**config.mk**
```make
export PLATFORM = sky130hd
export DESIGN_NAME = branch_flag_unit
export DESIGN_NICKNAME = d
export VERILOG_FILES = /design/src/rtl/branch_flag_unit.sv
export SDC_FILE = /design/constraint.sdc
export NUM_CORES = 1
export LEC_CHECK = 0
export ABC_AREA = 1
export BUFFER_PORTS_ARGS = -buffer_cell sky130_fd_sc_hd__clkbuf_2
export CELL_PAD_IN_SITES_DETAIL_PLACEMENT = 1
export CELL_PAD_IN_SITES_GLOBAL_PLACEMENT = 1
export CORE_UTILIZATION = 40
export CTS_CLUSTER_SIZE = 12
export DETAILED_ROUTE_END_ITERATION = 7
export GPL_TIMING_DRIVEN = 1
export HOLD_SLACK_MARGIN = 0.06
export PLACE_DENSITY_LB_ADDON = 0.1
export SLEW_MARGIN = 10
export SYNTH_ARGS = -nofsm -noshare
export SYNTH_HDL_FRONTEND = slang
export SYNTH_SLANG_ARGS = --single-unit
```
**constraint.sdc**
```tcl
create_clock -name clk -period 2.1 [get_ports clk]
set_input_delay 0.315 -clock clk [delete_from_list [all_inputs] [get_ports clk]]
set_output_delay 0.315 -clock clk [all_outputs]
set_load 0.01 [all_outputs]
```
**src/rtl/branch_flag_unit.sv**
```systemverilog
// branch_flag_unit: comparator flag register, branch condition evaluation and PC.
// Optional FLAG_CHECK_EN: flags non-one-hot flag vectors and forces such branches not-taken.
module branch_flag_unit #(
    parameter int              PC_W     = 8,
    parameter logic [PC_W-1:0] RESET_PC = '0
) (
    input  logic            clk,
    input  logic            rst_n,
    input  logic            cmp_valid,
    input  logic            XBY,
    input  logic            YBX,
    input  logic            XEY,
    input  logic            br_valid,
    output logic            br_ready,
    input  logic [2:0]      br_cond,
    input  logic [PC_W-1:0] br_target,
    input  logic            pc_en,
    output logic [PC_W-1:0] pc,
    output logic            res_valid,
    output logic            taken,
    output logic [2:0]      flags,
    output logic            flags_valid,
    output logic            flag_err
);

    typedef enum logic [1:0] {
        IDLE,
        WAIT_FLAGS,
        RESOLVE
    } state_t;

    state_t          state_q;
    logic [2:0]      cond_q;
    logic [PC_W-1:0] target_q;
    logic [PC_W-1:0] pc_q;
    logic [2:0]      flags_q;
    logic [2:0]      flags_d;
    logic            fv_q;
    logic            res_valid_q;
    logic            taken_q;

    // Codes other than always/never depend on the stored flags.
    function automatic logic needs_flags(input logic [2:0] c);
        return (c != 3'b000) && (c != 3'b111);
    endfunction

    function automatic logic is_onehot(input logic [2:0] f);
        return (f == 3'b100) || (f == 3'b010) || (f == 3'b001);
    endfunction

    // Flags are {gt, lt, eq}.
    function automatic logic eval_cond(input logic [2:0] c, input logic [2:0] f);
        logic r;
        unique case (c)
            3'b000: r = 1'b1;
            3'b001: r = f[0];
            3'b010: r = !f[0];
            3'b011: r = f[2];
            3'b100: r = f[1];
            3'b101: r = f[2] | f[0];
            3'b110: r = f[1] | f[0];
            default: r = 1'b0;
        endcase
`ifdef FLAG_CHECK_EN
        if (needs_flags(c) && !is_onehot(f))
            r = 1'b0;
`endif
        return r;
    endfunction

    // Flag register contents after this edge; taken is evaluated against it
    // so a capture coinciding with accept or WAIT_FLAGS exit is honoured.
    always_comb begin
        flags_d = flags_q;
        if (cmp_valid)
            flags_d = {XBY, YBX, XEY};
    end

    // Flag capture, valid in every FSM state.
    always_ff @(posedge clk or negedge rst_n) begin
        if (!rst_n) begin
            flags_q <= 3'b000;
            fv_q    <= 1'b0;
        end else if (cmp_valid) begin
            flags_q <= flags_d;
            fv_q    <= 1'b1;
        end
    end

`ifdef FLAG_CHECK_EN
    logic err_q;

    // Sticky error on any captured vector that is not exactly one-hot.
    always_ff @(posedge clk or negedge rst_n) begin
        if (!rst_n)
            err_q <= 1'b0;
        else if (cmp_valid && !is_onehot(flags_d))
            err_q <= 1'b1;
    end

    assign flag_err = err_q;
`else
    assign flag_err = 1'b0;
`endif

    // Branch FSM with registered resolve outputs.
    always_ff @(posedge clk or negedge rst_n) begin
        if (!rst_n) begin
            state_q     <= IDLE;
            cond_q      <= 3'b000;
            target_q    <= '0;
            res_valid_q <= 1'b0;
            taken_q     <= 1'b0;
        end else begin
            unique case (state_q)
                IDLE: begin
                    res_valid_q <= 1'b0;
                    taken_q     <= 1'b0;
                    if (br_valid) begin
                        cond_q   <= br_cond;
                        target_q <= br_target;
                        if (needs_flags(br_cond) && !fv_q && !cmp_valid) begin
                            state_q <= WAIT_FLAGS;
                        end else begin
                            state_q     <= RESOLVE;
                            res_valid_q <= 1'b1;
                            taken_q     <= eval_cond(br_cond, flags_d);
                        end
                    end
                end
                WAIT_FLAGS: begin
                    if (cmp_valid) begin
                        state_q     <= RESOLVE;
                        res_valid_q <= 1'b1;
                        taken_q     <= eval_cond(cond_q, flags_d);
                    end
                end
                RESOLVE: begin
                    state_q     <= IDLE;
                    res_valid_q <= 1'b0;
                    taken_q     <= 1'b0;
                end
                default: begin
                    state_q     <= IDLE;
                    res_valid_q <= 1'b0;
                    taken_q     <= 1'b0;
                end
            endcase
        end
    end

    // PC: a taken branch wins over sequential increment, which wraps.
    always_ff @(posedge clk or negedge rst_n) begin
        if (!rst_n)
            pc_q <= RESET_PC;
        else if (res_valid_q && taken_q)
            pc_q <= target_q;
        else
            pc_q <= pc_q + {{(PC_W-1){1'b0}}, pc_en};
    end

    assign br_ready    = (state_q == IDLE);
    assign pc          = pc_q;
    assign res_valid   = res_valid_q;
    assign taken       = taken_q;
    assign flags       = flags_q;
    assign flags_valid = fv_q;

endmodule

```
# Word-level counts from Yosys, hierarchy flattened
# Index checks and enable logic that the tools add are counted.
dict set report totals {
  out_inout_bits 16
  latchBits 0
  mem_count 0
  rom_bits 0
  elab_cells 56
  mem_bits_rw 0
  reg_bits 27
  input_bits 19
}
dict set report classes {
  n_lt_le_gt_ge 0
  n_mux 16
  add_sub_neg 1
  n_reduce_logical 13
  div_mod_pow 0
  eq_ne 16
  n_bitwise 2
  mul 0
  n_shift 0
}
# operator count
set ops {}
lappend ops {{$eq A3 B3 Y1 const B} 6}
lappend ops {{$pmux W1 S7} 2}
lappend ops {{$eq A3 B2 Y1 const B} 4}
lappend ops {{$add A8 B1 Y8} 1}
lappend ops {{$mux W8} 1}
lappend ops {{$eq A3 B1 Y1 const B} 2}
lappend ops {{$logic_not A3 Y1} 2}
lappend ops {{$mux W1} 6}
lappend ops {{$mux W2} 3}
lappend ops {{$logic_and A1 B1 Y1} 4}
lappend ops {{$ne A2 B2 Y1 const B} 2}
lappend ops {{$pmux W1 S2} 2}
lappend ops {{$pmux W2 S2} 1}
lappend ops {{$reduce_and A2 Y1} 2}
lappend ops {{$logic_not A1 Y1} 3}
lappend ops {{$mux W3} 1}
lappend ops {{$ne A3 B3 Y1 const B} 1}
lappend ops {{$reduce_bool A3 Y1} 1}
lappend ops {{$eq A2 B1 Y1 const B} 1}
lappend ops {{$logic_not A2 Y1} 1}
lappend ops {{$or A1 B1 Y1} 2}

# Longest topological paths before layout
dict set report logic_depth {
  depth_word 7
  ltp_mapped 12
  depth_no_buf 12
}

# Worst setup path after synthesis
# OpenSTA, ideal clock, no wires.
dict set report synth_timing {
  path_type {register to register}
  startpoint {register pc_q[0], in the netlist pc[0]}
  endpoint {register pc_q[6], in the netlist pc[6]}
  path_stages_with_launch 7
  synth_period_minus_slack_ns 1.274
  required_ns 1.964
  setup_ns 0.136
  n_path_buf 0
  t_arrival_ns 1.138
  setup_slack_ns 0.826
  cell_sequence {dfrtp_1 ha_1 ha_1 nand3_1 nor2_1 xnor2_1 o21ai_0}
}
dict set report synth_between {
  elab_chain_cells 2
}
# element line_no
set synth_rtl {}
lappend synth_rtl {{from (decl)} 35} ;# logic [PC_W-1:0] pc_q;
lappend synth_rtl {{from (signal assigned)} 157} ;# pc_q <= target_q;
lappend synth_rtl {{from (signal assigned)} 159} ;# pc_q <= pc_q + {{(PC_W-1){1'b0}}, pc_en};
lappend synth_rtl {{$add A8 B1 Y8} 159}
lappend synth_rtl {{$mux W8} 156} ;# else if (res_valid_q && taken_q)
# Every way passes these cells.
# A chain may end at the register's enable or synchronous reset.

# Worst setup path in the final report
dict set report layout_timing {
  startpoint {register pc_q[0], in the netlist pc[0]}
  endpoint {register pc_q[7], in the netlist pc[7]}
}
# Same word-level chain as after synthesis.

==> impl_results.rst <==
.. list-table::
   :header-rows: 1

   * - Metric
     - Value
   * - All-Layer GR Usage
     - 19.1%
   * - Pwr per Cell Area
     - 845 nW/um^2
   * - Overall power
     - 1.39 mW
   * - Wirelength, routed
     - 3130 um
   * - Top library cells by usage in the layout, fill and taps aside
     - nand2_1 (86), clkbuf_2 (33), dfrtp_1 (27)
   * - Compound-Gate Fraction of Synth Area
     - 5.30%
   * - Critical path fanouts, max
     - 2
   * - Type of the worst min-delay path
     - in -> reg
   * - Slew Limit Fails
     - 0
   * - Setup total negative slack
     - 0 ps
   * - Cell area reported after detailed placement
     - 1610 sq um
   * - TritonCTS clock tree
     - done
   * - Post-DP HPWL
     - 2580 um
   * - Layout overhead on the synthesized area
     - 18.2%
   * - Adder-cell area share of the yosys netlist
     - 1.80%
   * - Post-Synthesis Cell Area
     - 1390 sq um
   * - Fraction of the yosys area taken by sequential cells
     - 48.5%
   * - Worst-margin pin slew
     - 670 ps
   * - Maximum number of pins on one net before global-route repair
     - 28
   * - Cells taking the most area after synthesis
     - dfrtp_1 (49%), nand2_1 (23%), inv_1 (6.7%)
   * - Cell type group with the largest total delay on the critical path
     - simple AND/OR/NAND/NOR gates
   * - Master cell of the clock root buffer
     - clkbuf_4
   * - Die Outline Area
     - 3720 sq um
   * - Gpl congestion
     - 0.775
   * - Synth unique cells
     - 22
   * - Start point of the worst hold path
     - br_target[5]
   * - Initial Util
     - 41.7%
   * - Proportion of layout cells with a drive suffix above 1
     - 20.9%
   * - CP cell instances
     - ha_1 -> nand3_1 -> nor3_2 -> nand3_1 -> xor2_1 -> o21ai_0
   * - Basic-gate share of the synthesized area counting and, or, nand and nor cells
     - 31.9%
   * - Data required time of the critical path
     - 2370 ps
   * - Dominant cell type by area after synthesis
     - dfrtp_1
   * - Chip Height
     - 61.0 um
   * - Post-route non-filler standard cell count
     - 271
   * - Number of vias per cell
     - 4.61
   * - Worst clock skew on the final layout
     - 1.58 ps
   * - Latest clock arrival within the worst-skew pair
     - 330 ps
   * - CTS Buffer Depth
     - 2
   * - Final setup viols
     - 0
   * - Category of the most critical setup path
     - reg -> reg
   * - RSZ-0062 raised after global routing
     - false
   * - Router iterations before antenna repair
     - 5
   * - Buffers and inverters on the worst path
     - 0
   * - Row count
     - 21
   * - Top cell by count, worst path
     - nand3_1
   * - Xor/xnor cell area share of the yosys netlist
     - 3.77%
   * - Post-route design area
     - 1650 sq um
   * - Global-route wire length before repair
     - 5130 um
   * - Nature of the critical path startpoint
     - flop
   * - Period utilization
     - 66.7%
   * - Average footprint of a synthesized cell
     - 7.37 sq um
   * - Max IR drop VDD
     - 0.000252 V
   * - Count of antenna-violating nets left after detailed routing
     - 0
   * - Cells after Synth
     - 189
   * - Data arrival, critical path
     - 1670 ps
   * - Total congestion overflow
     - 0
   * - Final net count
     - 247
   * - Leakage power total
     - 0.943 nW
   * - Remaining routing DRC violations
     - 2
   * - Horizontal die dimension
     - 61.0 um
   * - CP max stage delay
     - 380 ps
   * - Seq cells post-synth
     - 27
   * - Violated checks
     - design-rule violations
   * - Number of ports placed on the die boundary
     - 35
   * - Post-cts sizing count
     - 0
   * - Synth top area share
     - 48.5%
   * - First-iteration detailed-routing DRC count
     - 28
   * - Slowest-stage cell, CP
     - dfrtp_1
   * - Number of antenna violations at the first check in global routing
     - 0
   * - Core box area
     - 3340 sq um
   * - Multiplexer share of the synthesized area
     - 0%
   * - Clock transition at the register clock pins on the worst setup and hold paths after CTS
     - 160 ps
   * - Max H-tree Level
     - 1
   * - Number of global-route vias before repair
     - 1183
   * - Yosys warning total
     - 0
   * - Combinational family with the most area after synthesis
     - simple AND/OR/NAND/NOR gates
   * - Result of the run
     - finished with violations
   * - Number of antenna cells inserted
     - 0
   * - Number of buffer cells added on primary ports
     - 33
   * - Worst setup slack after layout
     - 699 ps
   * - Startpoint of the lowest-slack register-to-register path
     - pc[0]
   * - Synthesized net count
     - 210
   * - Detail-routed net length per standard cell
     - 11.6 um
   * - Highest clock frequency the design can meet
     - 0.714 GHz
   * - Clock sinks
     - 27
   * - CP startpoint
     - pc[0]
   * - Placed cell count
     - 266
   * - Total via count in the routed design
     - 1249
   * - Endpoints failing hold
     - 0
   * - Endpoint kind of the worst setup timing path
     - flop
   * - Time the worst path needs with I/O delays and setup
     - 1400 ps
   * - Rel. slew slack
     - 55.3%
   * - Max-cap viol count
     - 0
   * - Pre-CTS WS
     - 621 ps
   * - Number of CTS-inserted buffers
     - 3
   * - Commonest non-fill, non-tap cell in the layout
     - nand2_1
[worst min-delay path, delay by kind of cell]
family | cells | cell delay (ps)
AND/OR/NAND/NOR | 2 | 90
buffers and inverters | 1 | 70
[final timing paths]
kind,to,slack [ps],cells after the start
hold / removal,target_q[5],170,3
max in group asynchronous,target_q[5],1150,2
setup reg to reg,pc[7],700,6
hold reg to reg,target_q[4],500,2
setup / recovery,pc[7],700,6
min in group asynchronous,res_valid,520,2
[cell families (layout without fill, tap and decap cells)]
family,count (synthesis),count (layout)
adders and majority gates,2,2
other,1,1
xor gates and xnor gates,6,6
DFF,27,27
AOI/OAI and AO/OA,14,14
buffers and inverters,30,66
and+or+nand+nor,109,109
[cells in the mapped netlist, drive strengths merged]
library cell / n
buf: 2
nand4: 1
a21oi: 1
nor2: 6
dfrtp: 27
nand3: 9
conb: 1
clkbuf: 1
ha: 2
xor2: 3
xnor2: 3
nand2: 90
o21ai: 13
nor3: 3
inv: 27
[routing by layer]
layer	global-route usage (%)	wire length (um)	vias up
met2	33.3	1570	21
met5	0	0	-
met3	2.56	78	2
li1	-	-	643
met1	24.3	1470	583
met4	6.82	19	0
[power by group]
part,leakage (nW),total (mW),internal [mW],switching (mW)
registers,0.329,0.729,0.632,0.0973
clock network,0.0139,0.240,0.0729,0.167
logic,0.600,0.422,0.180,0.242
[area by class of cell]
| type | instances | area [sq um] |
|---|---|---|
| fillers | 468 | 1690 |
| well taps | 46 | 57.6 |
| inverters | 27 | 101 |
| clock buffers | 3 | 22.5 |
| clock inverters | 1 | 7.51 |
| repair buffers | 35 | 183 |
| multi-input cells | 132 | 599 |
| flip-flops and latches | 27 | 676 |
[metrics by stage]
| stage | hold slack [ps] | util [%] |
|---|---|---|
| 2_1_floorplan | 19.4 | - |
| 3_3_place_gp | 381 | 48.1 |
| 3_5_place_dp | 390 | 48.1 |
| 4_1_cts | 156 | 49.3 |
| 5_1_grt | 145 | 49.3 |
| 6_report | 170 | 49.3 |
[sequential cells by signal (all words and copies together), names as in the netlist]
| register | count |
|---|---|
| cond_q | 3 |
| flags | 3 |
| flags_valid | 1 |
| pc | 8 |
| res_valid | 1 |
| state_q | 2 |
| taken | 1 |
| target_q | 8 |
[repair_timing]
action / 4_1_cts / 5_1_grt
setup buffers: 0 / 0
setup endpoints to repair: 0 / 0
endpoints found under the hold margin: 27 / 0
hold buffers: 1 / 0
Power figures use the tool's default switching activity.
